--- config.mk ---
export PLATFORM = sky130hd
export DESIGN_NAME = msx_vdp_bus_bridge
export DESIGN_NICKNAME = d
export VERILOG_FILES = /design/src/rtl/tang20cart_pkg.sv /design/src/rtl/msx_bus_sync.sv /design/src/rtl/msx_vdp_bus_bridge.sv
export SDC_FILE = /design/constraint.sdc
export NUM_CORES = 1
export LEC_CHECK = 0
export ABC_AREA = 1
export CORE_ASPECT_RATIO = 1.25
export CORE_MARGIN = 2
export CORE_UTILIZATION = 38
export DETAILED_ROUTE_END_ITERATION = 8
export DONT_BUFFER_PORTS = 1
export GPL_TIMING_DRIVEN = 0
export PLACE_DENSITY = 0.51
export SKIP_LAST_GASP = 1
export SYNTH_ARGS = -nofsm -noshare
export SYNTH_HDL_FRONTEND = slang
export SYNTH_SLANG_ARGS = --single-unit
--- constraint.sdc ---
create_clock -name clk -period 2.05 [get_ports clk]
set_clock_uncertainty 0.15 [all_clocks]
set_input_delay 0.205 -clock clk [delete_from_list [all_inputs] [get_ports clk]]
set_output_delay 0.205 -clock clk [all_outputs]
set_load 0.01 [all_outputs]
--- src/rtl/tang20cart_pkg.sv ---
// Shared definitions for the Tang20 cartridge logic: bridge FSM encoding and timing defaults.
package tang20cart_pkg;

  typedef enum logic [1:0] {
    ST_IDLE    = 2'd0,
    ST_REQ     = 2'd1,
    ST_DRIVE   = 2'd2,
    ST_RELEASE = 2'd3
  } bridge_state_e;

  localparam int TIMEOUT_CYCLES_DEF = 255;
  localparam int TO_CNT_W           = 8;

endpackage

--- src/rtl/msx_bus_sync.sv ---
// Two-flop synchronizer for a group of asynchronous cartridge signals, plus a
// per-bit 2-sample agreement flag so callers can reject single-cycle glitches.
module msx_bus_sync #(
  parameter int             W       = 1,
  parameter logic [W-1:0]   RST_VAL = '0
) (
  input  logic         clk,
  input  logic         n_reset,
  input  logic [W-1:0] d_i,
  output logic [W-1:0] q_o,
  output logic [W-1:0] stable_o
);

  logic [W-1:0] s1_q, s2_q, s3_q;

  always_ff @(posedge clk or negedge n_reset) begin
    if (!n_reset) begin
      s1_q <= RST_VAL;
      s2_q <= RST_VAL;
      s3_q <= RST_VAL;
    end else begin
      s1_q <= d_i;
      s2_q <= s1_q;
      s3_q <= s2_q;
    end
  end

  assign q_o      = s2_q;
  assign stable_o = ~(s2_q ^ s3_q);

endmodule

--- src/rtl/msx_vdp_bus_bridge.sv ---
// Bridges asynchronous MSX cartridge I/O cycles onto the synchronous VDP req/ack port,
// stretching the MSX cycle with twait and aborting stalled requests after a timeout.
module msx_vdp_bus_bridge
  import tang20cart_pkg::*;
#(
  parameter int TIMEOUT_CYCLES = TIMEOUT_CYCLES_DEF
) (
  input  logic       clk,
  input  logic       n_reset,
  input  logic       n_ce,
  input  logic       n_trd,
  input  logic       n_twr,
  input  logic [1:0] ta,
  input  logic [7:0] td_in,
  output logic [7:0] td_out,
  output logic       td_oe,
  output logic       twait,
  output logic       vdp_req,
  input  logic       vdp_ack,
  output logic       vdp_wr,
  output logic [1:0] vdp_adr,
  output logic [7:0] vdp_dbo,
  input  logic [7:0] vdp_dbi,
  output logic       timeout_err
);

  localparam logic [TO_CNT_W-1:0] TO_LIM = TO_CNT_W'(TIMEOUT_CYCLES);

  logic [4:0] ctl_s, ctl_stb;
  logic [7:0] td_s, td_stb;

  msx_bus_sync #(.W(5), .RST_VAL(5'b11100)) u_sync_ctl (
    .clk      (clk),
    .n_reset  (n_reset),
    .d_i      ({n_ce, n_trd, n_twr, ta}),
    .q_o      (ctl_s),
    .stable_o (ctl_stb)
  );

  msx_bus_sync #(.W(8), .RST_VAL(8'h00)) u_sync_td (
    .clk      (clk),
    .n_reset  (n_reset),
    .d_i      (td_in),
    .q_o      (td_s),
    .stable_o (td_stb)
  );

  logic       ce_s, trd_s, twr_s;
  logic [1:0] ta_s;
  logic       rd_acc, wr_acc, bus_held, bus_free, drive_ok;

  assign ce_s  = ctl_s[4];
  assign trd_s = ctl_s[3];
  assign twr_s = ctl_s[2];
  assign ta_s  = ctl_s[1:0];

  // Write data must also have settled before it is latched for the VDP.
  assign rd_acc   = (&ctl_stb) && !ce_s && !trd_s && twr_s;
  assign wr_acc   = (&ctl_stb) && (&td_stb) && !ce_s && trd_s && !twr_s;
  assign bus_free = ce_s && trd_s && twr_s;

  bridge_state_e       state_q, state_d;
  logic                req_q, req_d;
  logic                wr_q, wr_d;
  logic [1:0]          adr_q, adr_d;
  logic [7:0]          dbo_q, dbo_d;
  logic [7:0]          tdo_q, tdo_d;
  logic                terr_q, terr_d;
  logic                abort_q, abort_d;
  logic [TO_CNT_W-1:0] cnt_q, cnt_d;

  assign bus_held = !ce_s && (wr_q ? !twr_s : !trd_s);
  // A read result is only presented if the MSX never let go of the cycle.
  assign drive_ok = !wr_q && bus_held && !abort_q;

  always_ff @(posedge clk or negedge n_reset) begin
    if (!n_reset) begin
      state_q <= ST_IDLE;
      req_q   <= 1'b0;
      wr_q    <= 1'b0;
      adr_q   <= 2'd0;
      dbo_q   <= 8'h00;
      tdo_q   <= 8'h00;
      terr_q  <= 1'b0;
      abort_q <= 1'b0;
      cnt_q   <= '0;
    end else begin
      state_q <= state_d;
      req_q   <= req_d;
      wr_q    <= wr_d;
      adr_q   <= adr_d;
      dbo_q   <= dbo_d;
      tdo_q   <= tdo_d;
      terr_q  <= terr_d;
      abort_q <= abort_d;
      cnt_q   <= cnt_d;
    end
  end

  always_comb begin
    state_d = state_q;
    req_d   = req_q;
    wr_d    = wr_q;
    adr_d   = adr_q;
    dbo_d   = dbo_q;
    tdo_d   = tdo_q;
    terr_d  = 1'b0;
    abort_d = abort_q;
    cnt_d   = cnt_q;
    unique case (state_q)
      ST_IDLE: begin
        if (rd_acc || wr_acc) begin
          state_d = ST_REQ;
          req_d   = 1'b1;
          wr_d    = wr_acc;
          adr_d   = ta_s;
          if (wr_acc) dbo_d = td_s;
          cnt_d   = '0;
          abort_d = 1'b0;
        end
      end
      ST_REQ: begin
        cnt_d = cnt_q + 1'b1;
        if (!bus_held) abort_d = 1'b1;
        if (vdp_ack) begin
          req_d = 1'b0;
          if (drive_ok) begin
            tdo_d   = vdp_dbi;
            state_d = ST_DRIVE;
          end else begin
            state_d = ST_RELEASE;
          end
        end else if (cnt_q == TO_LIM) begin
          req_d   = 1'b0;
          terr_d  = 1'b1;
          tdo_d   = 8'hFF;
          state_d = drive_ok ? ST_DRIVE : ST_RELEASE;
        end
      end
      ST_DRIVE: begin
        if (ce_s || trd_s) state_d = ST_RELEASE;
      end
      ST_RELEASE: begin
        if (bus_free) state_d = ST_IDLE;
      end
      default: state_d = ST_IDLE;
    endcase
  end

  // Output enable is gated combinationally so it drops the cycle the release is seen.
  assign td_oe       = (state_q == ST_DRIVE) && !ce_s && !trd_s;
  assign td_out      = tdo_q;
  assign twait       = req_q;
  assign vdp_req     = req_q;
  assign vdp_wr      = wr_q;
  assign vdp_adr     = adr_q;
  assign vdp_dbo     = dbo_q;
  assign timeout_err = terr_q;

endmodule

==> key figures <==
Logic synthesis
  • Top cells by area in the synthesized netlist: dfrtp_1 (54%), nand2_1 (10%), dfstp_2 (8.3%)
  • Register bit total from synthesis: 71
  • Sequential area share after synthesis: 62.7%
  • Portion of synthesized cell area occupied by the leading cell type: 54.4%
  • Post-Synthesis Cell Area: 2850 sq um
  • Mean post-synth cell area: 10.2 sq um
  • Synthesis warning total: 0
  • Post-synth top area cell: dfrtp_1
  • Post-synth net total: 310
  • Number of instances in the synthesized netlist: 280
  • Post-synth cell types: 31

CTS
  • CTS Buf Count: 9
  • Clock insertion delay at the later pin of the skew report: 0.34 ns
  • Clock tree buffer depth: 2
  • CTS tree: built
  • Total number of clock tree sinks: 71
  • Max H-tree Level: 3
  • CTS Root Buffer Type: clkbuf_8
  • Clock-pin transition on the worst setup and hold timing paths: 0.08 ns

Floorplanning
  • I/O pin total: 47
  • Chip height: 101 um
  • Width of the die: 81.5 um
  • Core area: 7310 sq um
  • Number of cell rows: 35
  • Die area: 8210 sq um
  • Starting Density: 39.0%

Layout
  • Final-stage net count: 347
  • Sequential cell area: 1790 sq um
  • Share of the core filled with cells: 48.4%
  • Count of antenna diodes in the layout: 0
  • Signed area change from the synthesized netlist to the final layout: 24.2%
  • Layout cell share with drive strength beyond 1: 17.1%
  • Fill count: 651
  • Area used by multi-input combinational logic: 933 sq um

Worst setup path
  • Length in cells of the worst reg-to-reg path: 10
  • Total buffers and inverters traversed by the critical path: 3
  • Reg2reg start: cnt_q[0]
  • Critical path's slowest cell: dfrtp_1
  • Critical path's largest stage delay: 0.40 ns
  • Crit path required time: 2.13 ns
  • Type of the worst setup path: reg2reg
  • Reg-to-reg slack, setup: 0.14 ns
  • Endpoint arrival time on the critical path: 1.99 ns
  • Worst flop-to-flop path endpoint: td_out[2]
  • Nature of the critical path startpoint: register
  • Most frequent cell on the critical path: nand2_1
  • Highest fanout seen on the critical path: 6
  • Type of element capturing the critical path: register
  • Worst path cell trace: ha_1, nand2_1, inv_2, nand4_1, nor2_2, a21oi_4, buf_12, buf_4, o21ai_0, nand2_1
  • Dominant delay contributor by cell family on the critical path: simple AND/OR/NAND/NOR gates

Routing
  • Number of DRC violations after detailed routing: 0
  • Total vias in the final route: 1903
  • Iteration-0 DRC Markers: 119
  • Total length of routed wires: 5340 um
  • Antenna-violating nets left: 0
  • Detailed-route wire length per cell: 12.9 um
  • DRT Pass-1 Iters: 4
  • Ratio of routed vias to standard cells: 4.60

Place
  • Worst setup timing slack at the placement stage: 0.0761 ns
  • Buffers on Ports: 0
  • HPWL after detailed placement: 3390 um
  • Weighted congestion at the end of routability-driven global placement: 0.739

Power
  • Power density over the cells: 1110 nW/um^2
  • Max IR drop VDD: 521 uV
  • Standby leakage power: 1.71 nW

Run
  • Maximum Capacitance Violations: 0

Timing
  • Setup violations, final: 0
  • Highest achievable clock rate: 524 MHz
  • Clock period minus final worst setup slack: 1.91 ns
  • Slew Limit Headroom: 77.0%
  • Share of the clock period used by the worst path after layout: 93.1%
  • Final WS setup: 0.141 ns
  • Worst hold slack after final layout: 0.202 ns
  • Count of final max-slew check failures: 0
  • Hold Violations, Final: 0
  • Setup repair after global routing missed its margin: yes
  • Slew at the pin closest to its max-slew limit: 0.345 ns

Global routing
  • Largest net degree at the start of global routing: 72
  • GRT Total Usage: 14.8%
  • Gr ovfl total: 0
  • Antenna violations before repair: 0
  • Global-route wire length before repair: 9040 um
  • Via count of the first global-routing pass: 1885

Outcome
  • Status: finished clean

Worst hold path
  • Hold Crit Endpoint: u_sync_td.q_o[5]
  • Hold path startpoint: u_sync_td.s1_q[5]
  • WHS Path Cells: 0
  • Worst Hold Class: reg2reg
-- layout by cell type, fill, tap and decap left out, types with 3 or more instances in the layout --
cell type	count
nand2_1	79
inv_2	3
o21ai_0	26
ha_1	5
nor2_4	3
xor2_1	5
nand3_1	15
dlygate4sd3_1	23
nor2_1	14
clkbuf_8	9
dfstp_2	9
o21ai_1	3
dfrtp_1	61
inv_1	27
bufinv_16	4
-- cells by family (layout without fill, tap and decap cells) --
group / count (synthesis) / count (layout) / share of synthesized area [%]
simple gates: 127 / 127 / 20.5
flops: 71 / 71 / 62.7
compound gates: 35 / 35 / 6.94
buf+inv: 35 / 77 / 5.31
fa+ha+maj: 6 / 6 / 2.63
xor+xnor: 6 / 6 / 1.84
-- cells in the mapped netlist --
cell type and instances:
nand4_4 1, nand3_2 2, ha_1 6, nor3_1 2
inv_2 3, or2_2 2, nor2_1 14, dfrtp_1 62
inv_1 27, a21oi_4 1, nand2_4 2, nor3b_1 1
dfstp_2 9, xnor2_1 1, o21ai_0 26, o32ai_1 1
nor2_4 1, buf_6 2, o21ai_2 2, nand2_2 2
o21ai_1 3, clkinv_1 1, nand4_2 1, nor2_2 4
a21oi_1 2, buf_2 1, nand3_1 15, xor2_1 5
nand4_1 1, buf_4 1, nand2_1 79
-- layout make-up --
cell class              count  area share (%)
flip-flops and latches     71            50.5
multi-input cells         174            26.4
clock buffers               9            3.50
clock inverters             7            4.03
well taps                  92            3.25
inverters                  31            3.29
repair buffers             26            8.06
plain buffers               4           0.989
-- repair_timing --
| action | CTS | global route |
|---|---|---|
| hold buffers | 24 | 0 |
| hold endpoints to repair | 93 | 0 |
| buffers inserted | 0 | 2 |
| endpoints found under the setup margin | 0 | 12 |
| resized for setup | 0 | 5 |
-- how the worst max path moves through the flow --
stage / start / cells after the start / endpoint
after global placement: state_q[1] / 9 / twait
after CTS: cnt_q[0] / 12 / state_q[0]
after detailed placement: state_q[1] / 9 / twait
final: cnt_q[0] / 10 / td_out[2]
after global routing: cnt_q[0] / 10 / td_out[2]
after floorplan: state_q[1] / 9 / twait
-- layer usage --
metal | track usage (%) | part of all wire, %
met1 | 17.5 | 41
met2 | 24.2 | 52
met3 | 4.75 | 5.0
met4 | 6.65 | 1.8
met5 | 0 | 0
-- registers in the layout (all words and copies together) (netlist names), 2 cells and up --
name,count
state_q,2
u_sync_ctl.q_o,5
u_sync_td.q_o,8
cnt_q,8
u_sync_td.s3_q,8
u_sync_td.s1_q,8
td_out,8
u_sync_ctl.s1_q,5
vdp_adr,2
u_sync_ctl.s3_q,5
vdp_dbo,8
-- power breakdown --
| part | leakage, nW | internal, mW | switching [mW] |
|---|---|---|---|
| Sequential | 0.866 | 1.60 | 0.183 |
| Clock | 0.134 | 0.937 | 0.530 |
| Combinational | 0.705 | 0.266 | 0.430 |
-- metrics by stage --
stage / cell area (sq um) / total power, mW / instances / TNS [ns]
after global placement: 2970 / 2.38 / 372 / 0
after detailed placement: 2970 / 2.40 / 372 / 0
after global routing: 3540 / 4.20 / 414 / -0.229
after floorplan: 2850 / 2.25 / 280 / 0
final: 3540 / 3.94 / 414 / 0
after CTS: 3490 / 3.97 / 412 / 0
(Power assumes the default switching activity.)
